**src/rtl/xorshift_rng_ranged.sv**
```systemverilog
// ============================================================================
// Module   : xorshift_rng_ranged
// Brief    : Parametrised xorshift generator with a free-running output and an
//            unbiased mask-and-reject ranged draw port (req/valid/ready).
//            Optional macro XORSHIFT_DRAW_CNT_EN adds the draw_cnt output.
// Revision : 1.0
// ============================================================================
`default_nettype none

module xorshift_rng_ranged #(
    parameter int               WIDTH   = 16,
    parameter int               SHIFT_A = 7,
    parameter int               SHIFT_B = 9,
    parameter int               SHIFT_C = 8,
    parameter logic [WIDTH-1:0] SEED    = {{(WIDTH-1){1'b0}}, 1'b1}
) (
    input  logic             clk,
    input  logic             reset,
    input  logic             en,
    input  logic             seed_load,
    input  logic [WIDTH-1:0] seed_in,
    output logic [WIDTH-1:0] xs,
    input  logic             req,
    input  logic [WIDTH-1:0] limit,
    output logic [WIDTH-1:0] rnd,
    output logic             valid,
`ifdef XORSHIFT_DRAW_CNT_EN
    output logic [7:0]       draw_cnt,
`endif
    input  logic             ready
);

    typedef enum logic [1:0] {
        S_IDLE = 2'd0,
        S_DRAW = 2'd1,
        S_DONE = 2'd2
    } state_t;

    state_t           state_q, state_d;
    logic [WIDTH-1:0] xs_q, xs_d;
    logic [WIDTH-1:0] rnd_q, rnd_d;
    logic             valid_q, valid_d;
    logic [WIDTH-1:0] lim_q, lim_d;
    logic [WIDTH-1:0] mask_q, mask_d;
    logic [WIDTH-1:0] cand;
`ifdef XORSHIFT_DRAW_CNT_EN
    logic [7:0]       cnt_q, cnt_d;
    logic [7:0]       dcnt_q, dcnt_d;
`endif

    function automatic logic [WIDTH-1:0] step(input logic [WIDTH-1:0] x);
        logic [WIDTH-1:0] t;
        t = x ^ (x << SHIFT_A);
        t = t ^ (t >> SHIFT_B);
        t = t ^ (t << SHIFT_C);
        return t;
    endfunction

    // Smallest 2^k-1 covering v: propagate the top set bit into all lower bits.
    function automatic logic [WIDTH-1:0] smear(input logic [WIDTH-1:0] v);
        logic [WIDTH-1:0] m;
        m = v;
        for (int s = 1; s < WIDTH; s = s * 2) begin
            m = m | (m >> s);
        end
        return m;
    endfunction

    always_comb begin
        state_d = state_q;
        xs_d    = xs_q;
        rnd_d   = rnd_q;
        valid_d = valid_q;
        lim_d   = lim_q;
        mask_d  = mask_q;
        cand    = xs_q & mask_q;
`ifdef XORSHIFT_DRAW_CNT_EN
        cnt_d   = cnt_q;
        dcnt_d  = dcnt_q;
`endif

        if (seed_load) begin
            xs_d = (seed_in == '0) ? SEED : seed_in;
        end else if (state_q == S_DRAW || en) begin
            xs_d = step(xs_q);
        end

        case (state_q)
            S_IDLE: begin
                if (req) begin
                    lim_d   = limit;
                    mask_d  = (limit == '0) ? '1 : smear(limit - 1'b1);
                    state_d = S_DRAW;
`ifdef XORSHIFT_DRAW_CNT_EN
                    cnt_d   = 8'd0;
`endif
                end
            end
            S_DRAW: begin
                if (lim_q == '0 || cand < lim_q) begin
                    rnd_d   = cand;
                    valid_d = 1'b1;
                    state_d = S_DONE;
`ifdef XORSHIFT_DRAW_CNT_EN
                    dcnt_d  = cnt_q;
`endif
                end else begin
`ifdef XORSHIFT_DRAW_CNT_EN
                    if (cnt_q != 8'hFF) cnt_d = cnt_q + 8'd1;
`endif
                end
            end
            S_DONE: begin
                if (ready) begin
                    valid_d = 1'b0;
                    state_d = S_IDLE;
                end
            end
            default: state_d = S_IDLE;
        endcase
    end

    always_ff @(posedge clk) begin
        if (reset) begin
            state_q <= S_IDLE;
            xs_q    <= SEED;
            rnd_q   <= '0;
            valid_q <= 1'b0;
            lim_q   <= '0;
            mask_q  <= '0;
`ifdef XORSHIFT_DRAW_CNT_EN
            cnt_q   <= 8'd0;
            dcnt_q  <= 8'd0;
`endif
        end else begin
            state_q <= state_d;
            xs_q    <= xs_d;
            rnd_q   <= rnd_d;
            valid_q <= valid_d;
            lim_q   <= lim_d;
            mask_q  <= mask_d;
`ifdef XORSHIFT_DRAW_CNT_EN
            cnt_q   <= cnt_d;
            dcnt_q  <= dcnt_d;
`endif
        end
    end

    assign xs    = xs_q;
    assign rnd   = rnd_q;
    assign valid = valid_q;
`ifdef XORSHIFT_DRAW_CNT_EN
    assign draw_cnt = dcnt_q;
`endif

endmodule

`default_nettype wire

```
**config.mk**
```make
export PLATFORM = sky130hd
export DESIGN_NAME = xorshift_rng_ranged
export DESIGN_NICKNAME = d
export VERILOG_FILES = /design/src/rtl/xorshift_rng_ranged.sv
export SDC_FILE = /design/constraint.sdc
export NUM_CORES = 1
export LEC_CHECK = 0
export CORE_MARGIN = 2
export CORE_UTILIZATION = 48
export DETAILED_ROUTE_END_ITERATION = 8
export PLACE_DENSITY = 0.8
export SETUP_SLACK_MARGIN = 0.3
export SYNTH_ARGS = -nofsm -noshare
export SYNTH_HDL_FRONTEND = slang
export SYNTH_SLANG_ARGS = --single-unit
```
**constraint.sdc**
```tcl
create_clock -name clk -period 2.5 [get_ports clk]
set_input_delay 0.5 -clock clk [delete_from_list [all_inputs] [get_ports clk]]
set_output_delay 0.5 -clock clk [all_outputs]
set_load 0.02 [all_outputs]
```
==> reports/results.ini <==
[global_route]
grt_first_pass_wirelength_mm=19.8
grtUsageTotal_pct=29.1
antenna_found_initial=0
grt_max_degree=52
grt_remaining_overflow=0
grt_pass1_vias=4029

[clock_network]
cts_buffer_depth=2
cts_tree=built
htree_levels=3
clk_pin_slew_ps=80
root_buffer=clkbuf_8
cts.sinks=67
hold_buffers=0
cts_buffers=9
worstSkewPairLatency_ps=360

[setup_path]
r2r-start=xs[1]
cp_top_family=compound AO/OA/AOI/OAI gates
worstPathCellList=and2_4, ha_4, o21ai_2, a31oi_1, o31a_1, o311ai_4, buf_6, nand3_4, a21oi_2
cp-end-kind=flip-flop
rr_endpoint=rnd[4]
r2r_cells=9
crit_fanout=8
worstPathBufferInverterCount=1
crit_path_start_kind=flip-flop
reg2reg_setup_slack_ps=150
cp.arrival_ps=2630
required_ps=2780
max_stage_delay_ps=440
crit_type=flip-flop to flip-flop
slowest_stage=o311ai_4

[power_and_ir_drop]
power_density_mw_per_mm2=651
p_leak_nw=2.21
fin_total_pwr_mw=3.83
ir_worst_vdd_mv=0.367

[floorplanning]
num_rows=32
die_area_mm2=0.00873
initial_core_util_pct=49.7
dieHeight_um=93.4
die_x_um=93.4
ios=71
fp.coreArea_mm2=0.00773

[sta]
finalCritPeriodShare_pct=93.9
setup_tns_ps=0
tightestPinTransition_ps=837
hold_viol=0
slew_headroom_pct=43.5
skew_ps=14.0
grt_setup_unrepaired=yes
post-route-min-period_ps=2350
maxSlewViolCount=0
max_freq_mhz=426
setup_violations=0

[logic_synthesis]
synthTopCellsByArea=dfxtp_1 35%, a21oi_1 6.3%, ha_1 5.9%, o21ai_0 5.3%, xnor2_1 5.0%
synth-seq-area-share_pct=35.0
synthXorXnorAreaFrac_pct=7.08
async_flop_share_pct=0
synth_fa_ha_area_share_pct=5.87
synth_seq_cells=67
syn-num-nets=543
netlist_area_mm2=0.00384
synth.most_common_cell=dfxtp_1
synth_edf_count=0
muxShareOfSynthArea_pct=0
synth_cells=487
ys_types=55
yosys_warnings=0
yosys.area_share.simple_pct=25.0
synth-compound-area-share_pct=21.8
yosys-top-cells-count=67 x dfxtp_1, 48 x a21oi_1, 46 x nand2_1
synth_top_family_by_area=simple AND/OR/NAND/NOR gates
yosysTopAreaCellShare_pct=35.0
synth_top_flop_cell=dfxtp_1
syn_avg_cell_area_um2=7.88
synth_top_area_cell=dfxtp_1

[layout]
layout.cells.non_filler=727
area_growth_syn_to_layout_pct=53.2
utilization_pct=76.1
n_antenna_cell=0
register_area_mm2=0.00136
nets=676
fillers=515
drive_gt1_share_pct=32.0
multi_input_area_mm2=0.00277

[place]
place_congestion=0.863
portBuffers=70
dp.cells=686
hpwl_mm=8.52

[routing]
drtPass1Iterations=7
via_per_inst=6.09
wl_per_cell_um=19.6
drtIter0Drc=396
vias=4424
drc=0
ant_nets=0
wl_mm=14.3

[run]
maxCapViolCount=0

[min_path]
hold-path-cell-count=2
min_from=lim_q[11]
hold_end=lim_q[11]
hp-class=flip-flop to flip-flop

[status]
status=finished, final reports clean

-- layout make-up --
class                           count  area share, %
Clock buffer                       10           2.17
Clock inverter                      6           1.94
Inverter                           22           1.49
Multi-Input combinational cell    372           47.1
Sequential cell                    67           23.2
Tap cell                          102           2.17
Timing Repair Buffer              148           22.0
-- through the flow --
step / instance area, um2 / hold WS, ps / setup slack [ps]
6_report: 5880 / 478 / 153
5_1_grt: 5880 / 498 / 112
4_1_cts: 5590 / 477 / 232
3_5_place_dp: 4990 / 467 / -560
3_3_place_gp: 4990 / 463 / -517
2_1_floorplan: 3900 / 447 / -87.0
-- kinds of logic after synthesis --
logic type	after synthesis
simple gates	187
xor+xnor	31
flops	67
compound gates	134
fa+ha+maj	18
buf+inv	50
-- layout by cell type (no fill, tap or decap), drive strengths merged, types with 14 or more instances in the layout --
cell,instances
inv,23
nand2,46
a21oi,48
dfxtp,67
nand3,15
and2,17
nor3,15
buf,87
o21ai,41
nor4,14
clkdlybuf4s50,53
nor2,44
xnor2,22
ha,18
-- registers in the layout, summed over array words and instances (netlist names) --
| register | cells |
|---|---|
| lim_q | 16 |
| mask_q | 16 |
| rnd | 16 |
| xs | 16 |
| state_q | 2 |
| valid | 1 |
-- timing repair --
item	in CTS	in global routing
setup buffers	13	8
gates resized for setup	107	62
gates cloned	3	1
pin swaps	26	35
setup endpoints to repair	33	31
-- worst max-delay path by stage --
stage              start        end  slack [ps]  cells past startpoint
2_1_floorplan   limit[2]  mask_q[4]         -90                      7
6_report           xs[1]     rnd[4]         150                      9
3_3_place_gp   limit[11]  mask_q[3]        -520                      7
4_1_cts         limit[3]  mask_q[2]         230                      7
5_1_grt            xs[1]     rnd[4]         110                      9
3_5_place_dp    limit[0]  mask_q[5]        -560                      7
-- metal layers --
layer,part of all wire [%],global-route usage (%)
met5,0,0
met4,4.4,13.1
met3,6.9,5.00
met2,50,48.3
met1,39,36.8
-- report_power, final --
group          internal, mW  switching, mW
Sequential             1.18         0.0938
Clock                 0.666          0.447
Combinational         0.632          0.808
Total                  2.48           1.35
-- worst min-delay path, cell delays in order (launching register included) --
cell and delay [ps]:
dfxtp_1 330, nand2_1 60, a21oi_1 50
Power figures use the tool's default switching activity.
==> patch: new RTL, same flow settings <==
Add a define of `XORSHIFT_DRAW_CNT_EN`.
--- a/src/rtl/xorshift_rng_ranged.sv
+++ b/src/rtl/xorshift_rng_ranged.sv
@@ -7,4 +7,6 @@
 // ============================================================================
 `default_nettype none
+
+`define XORSHIFT_DRAW_CNT_EN
 
 module xorshift_rng_ranged #(
Function (old outputs only; new: draw_cnt): kept (Yosys induction, for registers that start in step).
==> patch against the unedited design <==
Area after synthesis up 22%. Total power up 15%. Cell area up 13%. Sequential power up 21%. Sequential cell count up 16. Critical path depth up 1. Setup slack better by 0.043 ns. Wire length up 6.0%. Critical path type unchanged. Highest routed layer unchanged.
==> patch: results (changes against the unedited design) <==
Final layout
  • Fill cells: 742 (was 515)
  • Fin cells: 844 (was 727)
  • Layout cells sized above 1: 0.235 (was 0.320)
  • Final #Nets: 763 (was 676)

Synthesis
  • Xor/xnor share of the synthesized area: 0.0655 (was 0.0708)
  • Post-synthesis adder-cell area fraction: 0.0508 (was 0.0587)
  • Largest cells by area after synthesis: dfxtp_1, a21oi_1, o211ai_1 (was dfxtp_1, a21oi_1, ha_1)
  • Seq/Total Area, Yosys: 0.355 (was 0.350)
  • Cell variety after synth: 60 (was 55)

Placement
  • Placer Congestion: 0.884 (was 0.863)
  • DP HPWL: 10,100 um (was 8520 um)
  • Port buffer count: 78 (was 70)

STA
  • Worst Tran Pin Value: 0.764 ns (was 0.837 ns)

Power and ir drop
  • Sequential share of power: 0.351 (was 0.333)
  • Seq group: 1.54 mW (was 1.27 mW)
  • Static Leakage: 2.47 nW (was 2.21 nW)
  • Maximum vdd ir drop: 0.000447 V (was 0.000367 V)
  • Combinational share of power: 0.385 (was 0.376)
  • Power Density: 663 nW/um^2 (was 651 nW/um^2)

Route
  • Initial drt markers: 380 (was 396)
  • 1st-pass router iterations: 5 (was 7)
  • Vias per cell: 6.04 (was 6.09)
  • DR WL/cell: 17.9 um (was 19.6 um)

Worst setup path
  • Reg-to-Reg Start: mask_q[14]$_SDFFE_PP0P_ (was xs[1]$_SDFFE_PP0P_)
  • CP Max Fanout: 7 (was 8)
  • R2r setup slk: 0.20 ns (was 0.15 ns)
  • Worst stage delay on the critical path: 0.40 ns (was 0.44 ns)
  • Worst reg-to-reg path cell count: 10 (was 9)
  • Slowest-stage cell, CP: a2111oi_4 (was o311ai_4)

GRT
  • GR Util All Layers: 0.265 (was 0.291)
  • Met2 usage: 0.462 (was 0.483)
  • Met1 GRT Util: 0.313 (was 0.368)
  • M3 GR Usage: 0.0563 (was 0.0500)

CTS
  • # Post-CTS Setup Buffers: 8 (was 13)

Min path
  • Hold wc startpoint: valid$_SDFFE_PP0P_ (was lim_q[11]$_SDFFE_PP0P_)
  • Hold EP: valid$_SDFFE_PP0P_ (was lim_q[11]$_SDFFE_PP0P_)

Status
  • Outcome: finished, final reports clean (unchanged)
-- patch: cell count changes in the layout (fill, tap and decap cells not counted), moves of 9 or more --
cell / unedited run / this run
nand2_1: 44 / 62
clkdlybuf4s50_1: 53 / 62
buf_6: 15 / 5
nand3_1: 6 / 33
o211ai_1: 3 / 37
a21oi_1: 35 / 55
o21ai_1: 13 / 2
dfxtp_1: 59 / 70
-- patch: worst max path at each step --
| stage | depth (start not counted) | end | from |
|---|---|---|---|
| final | 10 | rnd[0]$_SDFFE_PP0P_ | mask_q[14]$_SDFFE_PP0P_ |
| after CTS | 9 | cnt_q[1]$_SDFFE_PP0P_ | xs[13]$_SDFFE_PP0P_ |
| after global routing | 10 | rnd[14]$_SDFFE_PP0P_ | xs[7]$_SDFFE_PP0P_ |
| after global placement | 10 | mask_q[5]$_SDFFE_PP0P_ | limit[1] |
| after detailed placement | 9 | mask_q[3]$_SDFFE_PP0P_ | limit[1] |
| after floorplan | 7 | mask_q[3]$_SDFFE_PP0P_ | limit[7] |
-- patch: cell families after synthesis --
group,Yosys count
XOR/XNOR,35
adder cells (fa/ha/maj),19
AND/OR/NAND/NOR,224
buffers and inverters,64
AO/OA/AOI/OAI,163
flip-flops,83
-- patch: per-layer routing --
metal | wire [um] | vias to the layer above
li1 | - | 2359
met4 | 601 | 0
met5 | 0 | -
met1 | 5980 | 2443
met3 | 943 | 59
met2 | 7590 | 237
-- patch: final cells by class --
| cell class | count | share of cell area |
|---|---|---|
| Inverter | 22 | 0.0136 |
| Sequential cell | 83 | 0.256 |
| Multi-Input combinational cell | 441 | 0.460 |
| Tap cell | 133 | 0.0251 |
| Timing Repair Buffer | 149 | 0.209 |
| Clock inverter | 3 | 0.0102 |
| Clock buffer | 13 | 0.0270 |
